File: config.mk
export PLATFORM = sky130hd
export DESIGN_NAME = rns_mod_alu
export DESIGN_NICKNAME = d
export VERILOG_FILES = /design/src/rtl/rns_mod_alu.sv
export SDC_FILE = /design/constraint.sdc
export NUM_CORES = 1
export LEC_CHECK = 0
export ABC_AREA = 0
export CAP_MARGIN = 20
export CELL_PAD_IN_SITES_DETAIL_PLACEMENT = 0
export CELL_PAD_IN_SITES_GLOBAL_PLACEMENT = 1
export CORE_UTILIZATION = 46
export CTS_BUF_LIST = sky130_fd_sc_hd__clkbuf_2
export CTS_CLUSTER_SIZE = 30
export DETAILED_ROUTE_END_ITERATION = 8
export DONT_BUFFER_PORTS = 1
export PLACE_DENSITY = 0.79
export SLEW_MARGIN = 30
export SYNTH_ARGS = -nofsm -noshare
export SYNTH_HDL_FRONTEND = slang
export SYNTH_SLANG_ARGS = --single-unit
File: constraint.sdc
create_clock -name clk -period 10.1 [get_ports clk]
set_input_delay 2.02 -clock clk [delete_from_list [all_inputs] [get_ports clk]]
set_output_delay 2.02 -clock clk [all_outputs]
set_load 0.02 [all_outputs]
File: src/rtl/rns_mod_alu.sv
// Modular add/sub/mul/zero ALU for one RNS residue channel, valid/ready in and out.
// Build option RNS_MOD_ALU_AUTO_REDUCE_EN: reduce out-of-range operands instead of flagging err.
module rns_mod_alu #(
  parameter int MOD = 13,
  parameter int W   = 4
) (
  input  logic         clk,
  input  logic         rst,
  input  logic         in_valid,
  output logic         in_ready,
  input  logic [1:0]   op_sel,
  input  logic [W-1:0] add_a,
  input  logic [W-1:0] sub_a,
  input  logic [W-1:0] mul_a,
  input  logic [W-1:0] zero_a,
  input  logic [W-1:0] b,
  output logic         out_valid,
  input  logic         out_ready,
  output logic [W-1:0] result,
  output logic         err
);

  if (MOD < 2 || MOD > 15) begin : g_mod_chk
    $error("rns_mod_alu: MOD must be in 2..15");
  end

  localparam logic [4:0] M = 5'(MOD);

  localparam logic [1:0] OP_ADD  = 2'b00;
  localparam logic [1:0] OP_SUB  = 2'b01;
  localparam logic [1:0] OP_MUL  = 2'b10;
  localparam logic [1:0] OP_ZERO = 2'b11;

`ifdef RNS_MOD_ALU_AUTO_REDUCE_EN
  typedef enum logic [1:0] {
    S_IDLE, S_CALC, S_DONE, S_REDUCE
  } state_t;
`else
  typedef enum logic [1:0] {
    S_IDLE, S_CALC, S_DONE
  } state_t;
`endif

  state_t state, state_nx;

  logic [W-1:0] a_q, a_d;
  logic [W-1:0] b_q, b_d;
  logic [1:0]   op_q, op_d;
  logic [1:0]   step_q, step_d;
  logic [W-1:0] acc_q, acc_d;
  logic [W-1:0] res_q, res_d;
  logic         err_q, err_d;
  logic         bad_q, bad_d;

  logic [W-1:0] a_sel;
  logic         in_bad;
  logic [4:0]   add_s, add_r;
  logic [4:0]   sub_d, sub_r;
  logic [4:0]   dbl, dbl_r, sum, mul_r;
  logic         mb;
`ifdef RNS_MOD_ALU_AUTO_REDUCE_EN
  logic [4:0]   ra, rb;
`endif

  always_comb begin
    a_sel = add_a;
    unique case (op_sel)
      OP_ADD:  a_sel = add_a;
      OP_SUB:  a_sel = sub_a;
      OP_MUL:  a_sel = mul_a;
      OP_ZERO: a_sel = zero_a;
      default: a_sel = add_a;
    endcase
  end

  assign in_bad = ({1'b0, a_sel} >= M) || ({1'b0, b} >= M);

  assign add_s = {1'b0, a_q} + {1'b0, b_q};
  assign add_r = (add_s >= M) ? add_s - M : add_s;
  assign sub_d = {1'b0, a_q} - {1'b0, b_q};
  assign sub_r = (a_q < b_q) ? sub_d + M : sub_d;

  // One MSB-first shift-add step: acc = (2*acc [+ a]) mod M
  assign mb    = b_q[2'd3 - step_q];
  assign dbl   = {acc_q, 1'b0};
  assign dbl_r = (dbl >= M) ? dbl - M : dbl;
  assign sum   = dbl_r + (mb ? {1'b0, a_q} : 5'd0);
  assign mul_r = (sum >= M) ? sum - M : sum;

`ifdef RNS_MOD_ALU_AUTO_REDUCE_EN
  assign ra = ({1'b0, a_q} >= M) ? {1'b0, a_q} - M : {1'b0, a_q};
  assign rb = ({1'b0, b_q} >= M) ? {1'b0, b_q} - M : {1'b0, b_q};
`endif

  always_comb begin
    state_nx = state;
    a_d      = a_q;
    b_d      = b_q;
    op_d     = op_q;
    step_d   = step_q;
    acc_d    = acc_q;
    res_d    = res_q;
    err_d    = err_q;
    bad_d    = bad_q;
    unique case (state)
      S_IDLE: begin
        if (in_valid) begin
          a_d    = a_sel;
          b_d    = b;
          op_d   = op_sel;
          step_d = 2'd0;
          acc_d  = '0;
`ifdef RNS_MOD_ALU_AUTO_REDUCE_EN
          bad_d    = 1'b0;
          state_nx = in_bad ? S_REDUCE : S_CALC;
`else
          // Range fault is reported through CALC so it shares the 1-cycle latency
          bad_d    = in_bad;
          state_nx = S_CALC;
`endif
        end
      end
      S_CALC: begin
        if (bad_q) begin
          res_d    = '0;
          err_d    = 1'b1;
          state_nx = S_DONE;
        end else begin
          err_d = 1'b0;
          unique case (op_q)
            OP_ADD: begin
              res_d    = add_r[W-1:0];
              state_nx = S_DONE;
            end
            OP_SUB: begin
              res_d    = sub_r[W-1:0];
              state_nx = S_DONE;
            end
            OP_ZERO: begin
              res_d    = '0;
              state_nx = S_DONE;
            end
            OP_MUL: begin
              acc_d  = mul_r[W-1:0];
              step_d = step_q + 2'd1;
              if (step_q == 2'd3) begin
                res_d    = mul_r[W-1:0];
                state_nx = S_DONE;
              end
            end
            default: state_nx = S_DONE;
          endcase
        end
      end
      S_DONE: begin
        if (out_ready) state_nx = S_IDLE;
      end
`ifdef RNS_MOD_ALU_AUTO_REDUCE_EN
      S_REDUCE: begin
        a_d = ra[W-1:0];
        b_d = rb[W-1:0];
        if (ra < M && rb < M) state_nx = S_CALC;
      end
`endif
      default: state_nx = S_IDLE;
    endcase
  end

  always_ff @(posedge clk or posedge rst) begin
    if (rst) begin
      state  <= S_IDLE;
      a_q    <= '0;
      b_q    <= '0;
      op_q   <= '0;
      step_q <= '0;
      acc_q  <= '0;
      res_q  <= '0;
      err_q  <= 1'b0;
      bad_q  <= 1'b0;
    end else begin
      state  <= state_nx;
      a_q    <= a_d;
      b_q    <= b_d;
      op_q   <= op_d;
      step_q <= step_d;
      acc_q  <= acc_d;
      res_q  <= res_d;
      err_q  <= err_d;
      bad_q  <= bad_d;
    end
  end

  assign in_ready  = (state == S_IDLE);
  assign out_valid = (state == S_DONE);
  assign result    = res_q;
  assign err       = err_q;

endmodule

* After elaboration in Yosys (flattened, before gate mapping)
Index checks and enable logic that the tools add are counted.
** Word-level totals
- Word-level logic and storage cells :: 76
- Output and inout port bits :: 7
- Register bits :: 24
** Operators by class
- Order comparisons :: 7
- Multiplexer cells :: 26
- Eq/ne operators :: 15
- Add/subtract/negate cells :: 9
- Reductions and logical operators :: 10
** Operators with widths (number)
- 4-bit 2-to-1 mux :: 9
- 4-bit one-hot mux with 4 select lines :: 2
- 5-bit by 4-bit greater-or-equal comparator with 1-bit output, second input constant :: 3
- 2-bit 2-to-1 mux :: 7
- 2-bit equality test, second input constant :: 6
- 4-bit greater-or-equal comparator, second input constant :: 2
- 2-bit one-hot mux with 2 select lines :: 2
- 4-bit one-hot mux with 2 select lines :: 1
- 4-bit subtractor, second input constant :: 2
- 2-bit by 1-bit equality test with 1-bit output, second input constant :: 3
- 2-bit zero test :: 3
- 2-bit != test, second input constant :: 3
- 2-bit one-hot mux with 3 select lines :: 1
- 4-bit by 4-bit adder with 5-bit output :: 1
- 5-bit by 4-bit adder with 5-bit output :: 1
- 5-bit 2-to-1 mux :: 1
- 5-bit by 4-bit subtractor with 5-bit output, second input constant :: 1
- 4-bit adder, second input constant :: 1
- 4-bit < comparator :: 1
- 4-bit != test, second input constant :: 1
- 2-bit AND reduction :: 2
- 4-bit AND reduction :: 1
- 4-bit subtractor :: 1
- 2-bit by 3-bit < comparator with 1-bit output, second input constant :: 1
- other kinds (10) :: 11

* Depth between registers and ports, before layout
- Depth in word-level cells :: 10
- Gate-level depth with buffers :: 12

* Worst setup path before layout
OpenSTA, ideal clock, no wires.
- Path type :: reg2reg
- From :: register step_q[0]
- To :: register res_q[2], in the netlist result[2]
- Clock period less this slack :: 3163 ps
- Path slack :: 6937 ps
- Arrival :: 3042 ps
- Setup time :: 122 ps
- Stages on the path, launching flop included :: 12
- Buffers on the path :: 0
- Cells stage by stage :: dfrtp_1 mux4_2 and2_1 ha_1 fa_1 inv_1 ha_1 nor3_1 nor4_4 a21oi_1 a2111o_1 a32o_1
** On the way
- Longest elaborated chain between the ends :: 10
- Elaborated cells between the ends (all ways) :: 14
- Those cells by class :: add/sub (3); order compare (1); eq/ne (2); mux (7); reduce/logical (1)
** Ends and longest elaborated chain
- start, declared :: line 49 : logic [1:0] step_q, step_d;
- start signal, assigned :: line 185 : step_q <= step_d;
- 2-bit subtractor :: line 84 : assign mb = b_q[2'd3 - step_q];
- 1-bit binary-select mux with 2-bit select :: line 84
- 1-bit 2-to-1 mux (implied by the code) :: line 84
- 4-bit 2-to-1 mux :: line 87 : assign sum = dbl_r + (mb ? {1'b0, a_q} : 5'd0);
- 5-bit by 4-bit adder with 5-bit output :: line 87
- 4-bit subtractor or 5-bit by 4-bit greater-or-equal comparator with 1-bit output (tied branches) :: line 88 : assign mul_r = (sum >= M) ? sum - M : sum;
- 4-bit 2-to-1 mux :: line 88
- 4-bit 2-to-1 mux :: line 146 : if (step_q == 2'd3) begin
- 4-bit one-hot mux with 4 select lines :: line 130 : unique case (op_q)
- 4-bit 2-to-1 mux :: line 124 : if (bad_q) begin
- end signal, assigned :: line 187 : res_q <= res_d;
- end, declared :: line 51 : logic [W-1:0] res_q, res_d;
Several ways; a longest one is shown, not always the timed one. The select of a mux whose other input is x is not followed.
A chain may end at the register's enable or synchronous reset.

* Worst setup path in the final report
- From :: register step_q[0]
- To :: register res_q[1], in the netlist result[1]
Same word-level chain as after synthesis.

==> out/results.ini <==
[logic_synthesis]
synthCells = 233
synth_flop_cell = dfrtp_1
synth_xor_area_frac = 0.0439
synthMuxAreaShare = 0.0784
async_flop_share = 1.00
synth-edff-count = 0
avgSynthCellArea_sq_um = 9.04
syn_nets = 281
ys_ff_latch = 24
synth_top_family_by_area = simple AND/OR/NAND/NOR gates
syn_area_sq_um = 2110
yosysSeqAreaShare = 0.285
synth_fa_ha_area_frac = 0.141
synthSimpleGateAreaFrac = 0.232
synth_compound_area_frac = 0.180
synth_cell_types = 52
yosysWarnings = 0

[worst_setup_path]
critPathLaunchType = register
endpoint = result[1]
worstSetupStartpoint = step_q[0]
r2r_start = step_q[0]
crit_type = reg -> reg
crit_fanout = 5
required_ns = 10.39
crit_arrival_ns = 3.70
cp-end-kind = register
reg2reg_depth = 11
r2r_setup_slack_ns = 6.69
r2r-end = result[1]

[run_status]
outcome = finished, final reports clean

[placed_design]
gp_congestion = 0.822
hpwl_microns = 3550
place_ws_ns = 6.74
dp_cells = 279
io_buffer_count = 0

[routing]
drt-initial-drc-count = 90
top_layer_used = met4
drc_errors = 0
routedWlPerCell_microns = 15.7
via_count = 1624
drtAntennaViolNets = 0
m1WireLength_microns = 2160
routed_wl_microns = 4440
vias_per_cell = 5.74
firstDrtPassIters = 6
wl_met3_microns = 163
met2_length_microns = 2080

[timing]
finalCriticalPeriod_ns = 3.41
final_hold_viol_count = 0
worst_pin_slew_ns = 0.863
fin_worst_skew_ns = 0.0162
whs_ns = 0.578
fmax_ghz = 0.293
finalSetupTns_ns = 0
timing.final.ws_setup_ns = 6.69
setup_violations = 0
slew_headroom = 0.423
slew_violations = 0
rsz0062_at_grt = no
timing.final.crit_share = 0.338

[clock_network]
cts_tree = built
post_cts_buffers = 0
clkTransAtPathRegs_ns = 0.26
ctsHoldBuffers = 0
insertion_delay_ns = 0.37
htreeDepth = 1
post_cts_resized = 0
cts_buffer_depth = 2
cts.sinks = 24
root_buffer = clkbuf_2
cts_buffers = 3

[grt]
grt_max_degree = 25
grt-ovfl-total = 0
grt_pass1_vias = 1627
grt_pass1_wl_microns = 7690
antenna_found_initial = 0
grt_usage = 0.198

[cells_and_area]
nNetsFinal = 280
area_delta_synth_final_pct = 3.80
antenna_cells = 0
drive_above_1_share = 0.0996
final_util = 0.499
layoutNonFillerInstCount = 283

[die]
coreArea_sq_um = 4380
start_util = 0.481
rows = 24
pin_count = 33
die_h_microns = 69.7
die-area_sq_um = 4860
die-width_microns = 69.7

[hold_path]
hold_path.class = reg -> reg

[power]
leakagePower_nw = 1.00
peakVddDrop_mv = 0.176
cellPowerDensity_nw_per_um2 = 391

[flow_run]
cap_violations = 0

-- sequential cells by signal (all words and copies together) (netlist names) --
name	flops
a_q	4
acc_q	4
b_q	4
result	4
op_q	2
state	2
step_q	2
bad_q	1
err	1
-- placed cells by master, fill, tap and decap left out, types with 2 or more instances in the layout --
master,Yosys,layout
o211ai_1,3,3
o21ai_1,2,2
o2111ai_1,2,2
nand2b_1,8,8
fa_1,3,3
mux2_2,2,2
a21o_1,3,3
or2_2,2,2
mux4_2,5,5
and2_1,6,6
xor2_1,2,2
a32o_1,2,2
nor2_1,10,10
and4_2,2,2
nand3_1,7,7
ha_1,19,19
xnor2_1,6,6
o31ai_1,3,3
mux2i_1,3,3
clkbuf_2,0,3
nor2b_1,6,6
dfrtp_1,24,24
a211oi_1,2,2
o21ai_0,16,16
inv_1,14,13
nand2_1,35,35
a21oi_1,9,9
nor4_1,2,2
nor3_1,6,6
or3_1,2,2
-- synth_stat cells, types with 5 or more instances --
master | count | share of area
nand2_1 | 35 | 0.062
dfrtp_1 | 24 | 0.29
ha_1 | 19 | 0.11
o21ai_0 | 16 | 0.038
inv_1 | 14 | 0.025
nor2_1 | 10 | 0.018
a21oi_1 | 9 | 0.021
nand2b_1 | 8 | 0.024
nand3_1 | 7 | 0.017
and2_1 | 6 | 0.018
nor2b_1 | 6 | 0.018
nor3_1 | 6 | 0.014
xnor2_1 | 6 | 0.025
clkbuf_1 | 5 | 0.0089
mux4_2 | 5 | 0.053
-- critical path, stage by stage (launching register included) --
cell	delay (ns)
dfrtp_1	0.48
mux4_2	0.54
and2_1	0.18
ha_1	0.21
fa_1	0.58
inv_1	0.09
ha_1	0.20
nor3_1	0.27
nor4_4	0.09
a21o_2	0.22
a311oi_1	0.34
o41ai_1	0.13
-- per-layer routing --
metal	GRT usage	vias to the layer above
li1	-	834
met1	0.273	749
met2	0.327	37
met3	0.0422	4
met4	0.0311	0
met5	0	-
-- cell type report --
class	instances	area (sq um)
clock buffers	3	15.0
fillers	423	2200
inverters	14	52.6
multi-input cells	189	1420
clock inverters	1	30.0
flip-flops and latches	24	601
well taps	52	65.1
-- power breakdown --
part           internal [mW]  switching, mW  total (mW)
sequential             0.135         0.0602       0.195
combinational          0.259          0.335       0.594
clock                 0.0340         0.0326      0.0666
total                  0.428          0.428       0.856
-- cell families (layout without fill, tap and decap cells) --
logic type               after synthesis  in the layout
XOR/XNOR                               9              9
AO/OA/AOI/OAI                         55             55
buffers and inverters                 20             18
adder cells (fa/ha/maj)               22             22
flip-flops                            24             24
AND/OR/NAND/NOR                       93             93
multiplexers                          10             10
-- stage by stage --
step	instance area (sq um)	power (mW)
4_1_cts	2190	0.860
5_1_grt	2190	0.945
3_3_place_gp	2140	0.787
3_5_place_dp	2140	0.790
6_report	2190	0.856
2_1_floorplan	2110	0.664
-- how the worst min path moves through the flow --
stage | from | end | slack, ns | depth (start not counted)
final | acc_q[2] | acc_q[2] | 0.58 | 2
after global routing | step_q[0] | step_q[0] | 0.63 | 1
after CTS | acc_q[2] | acc_q[2] | 0.59 | 2
after detailed placement | acc_q[2] | acc_q[2] | 0.53 | 2
after global placement | acc_q[2] | acc_q[2] | 0.53 | 2
after floorplan | acc_q[2] | acc_q[2] | 0.49 | 2
Note: power is estimated with default switching activity, not from simulation.
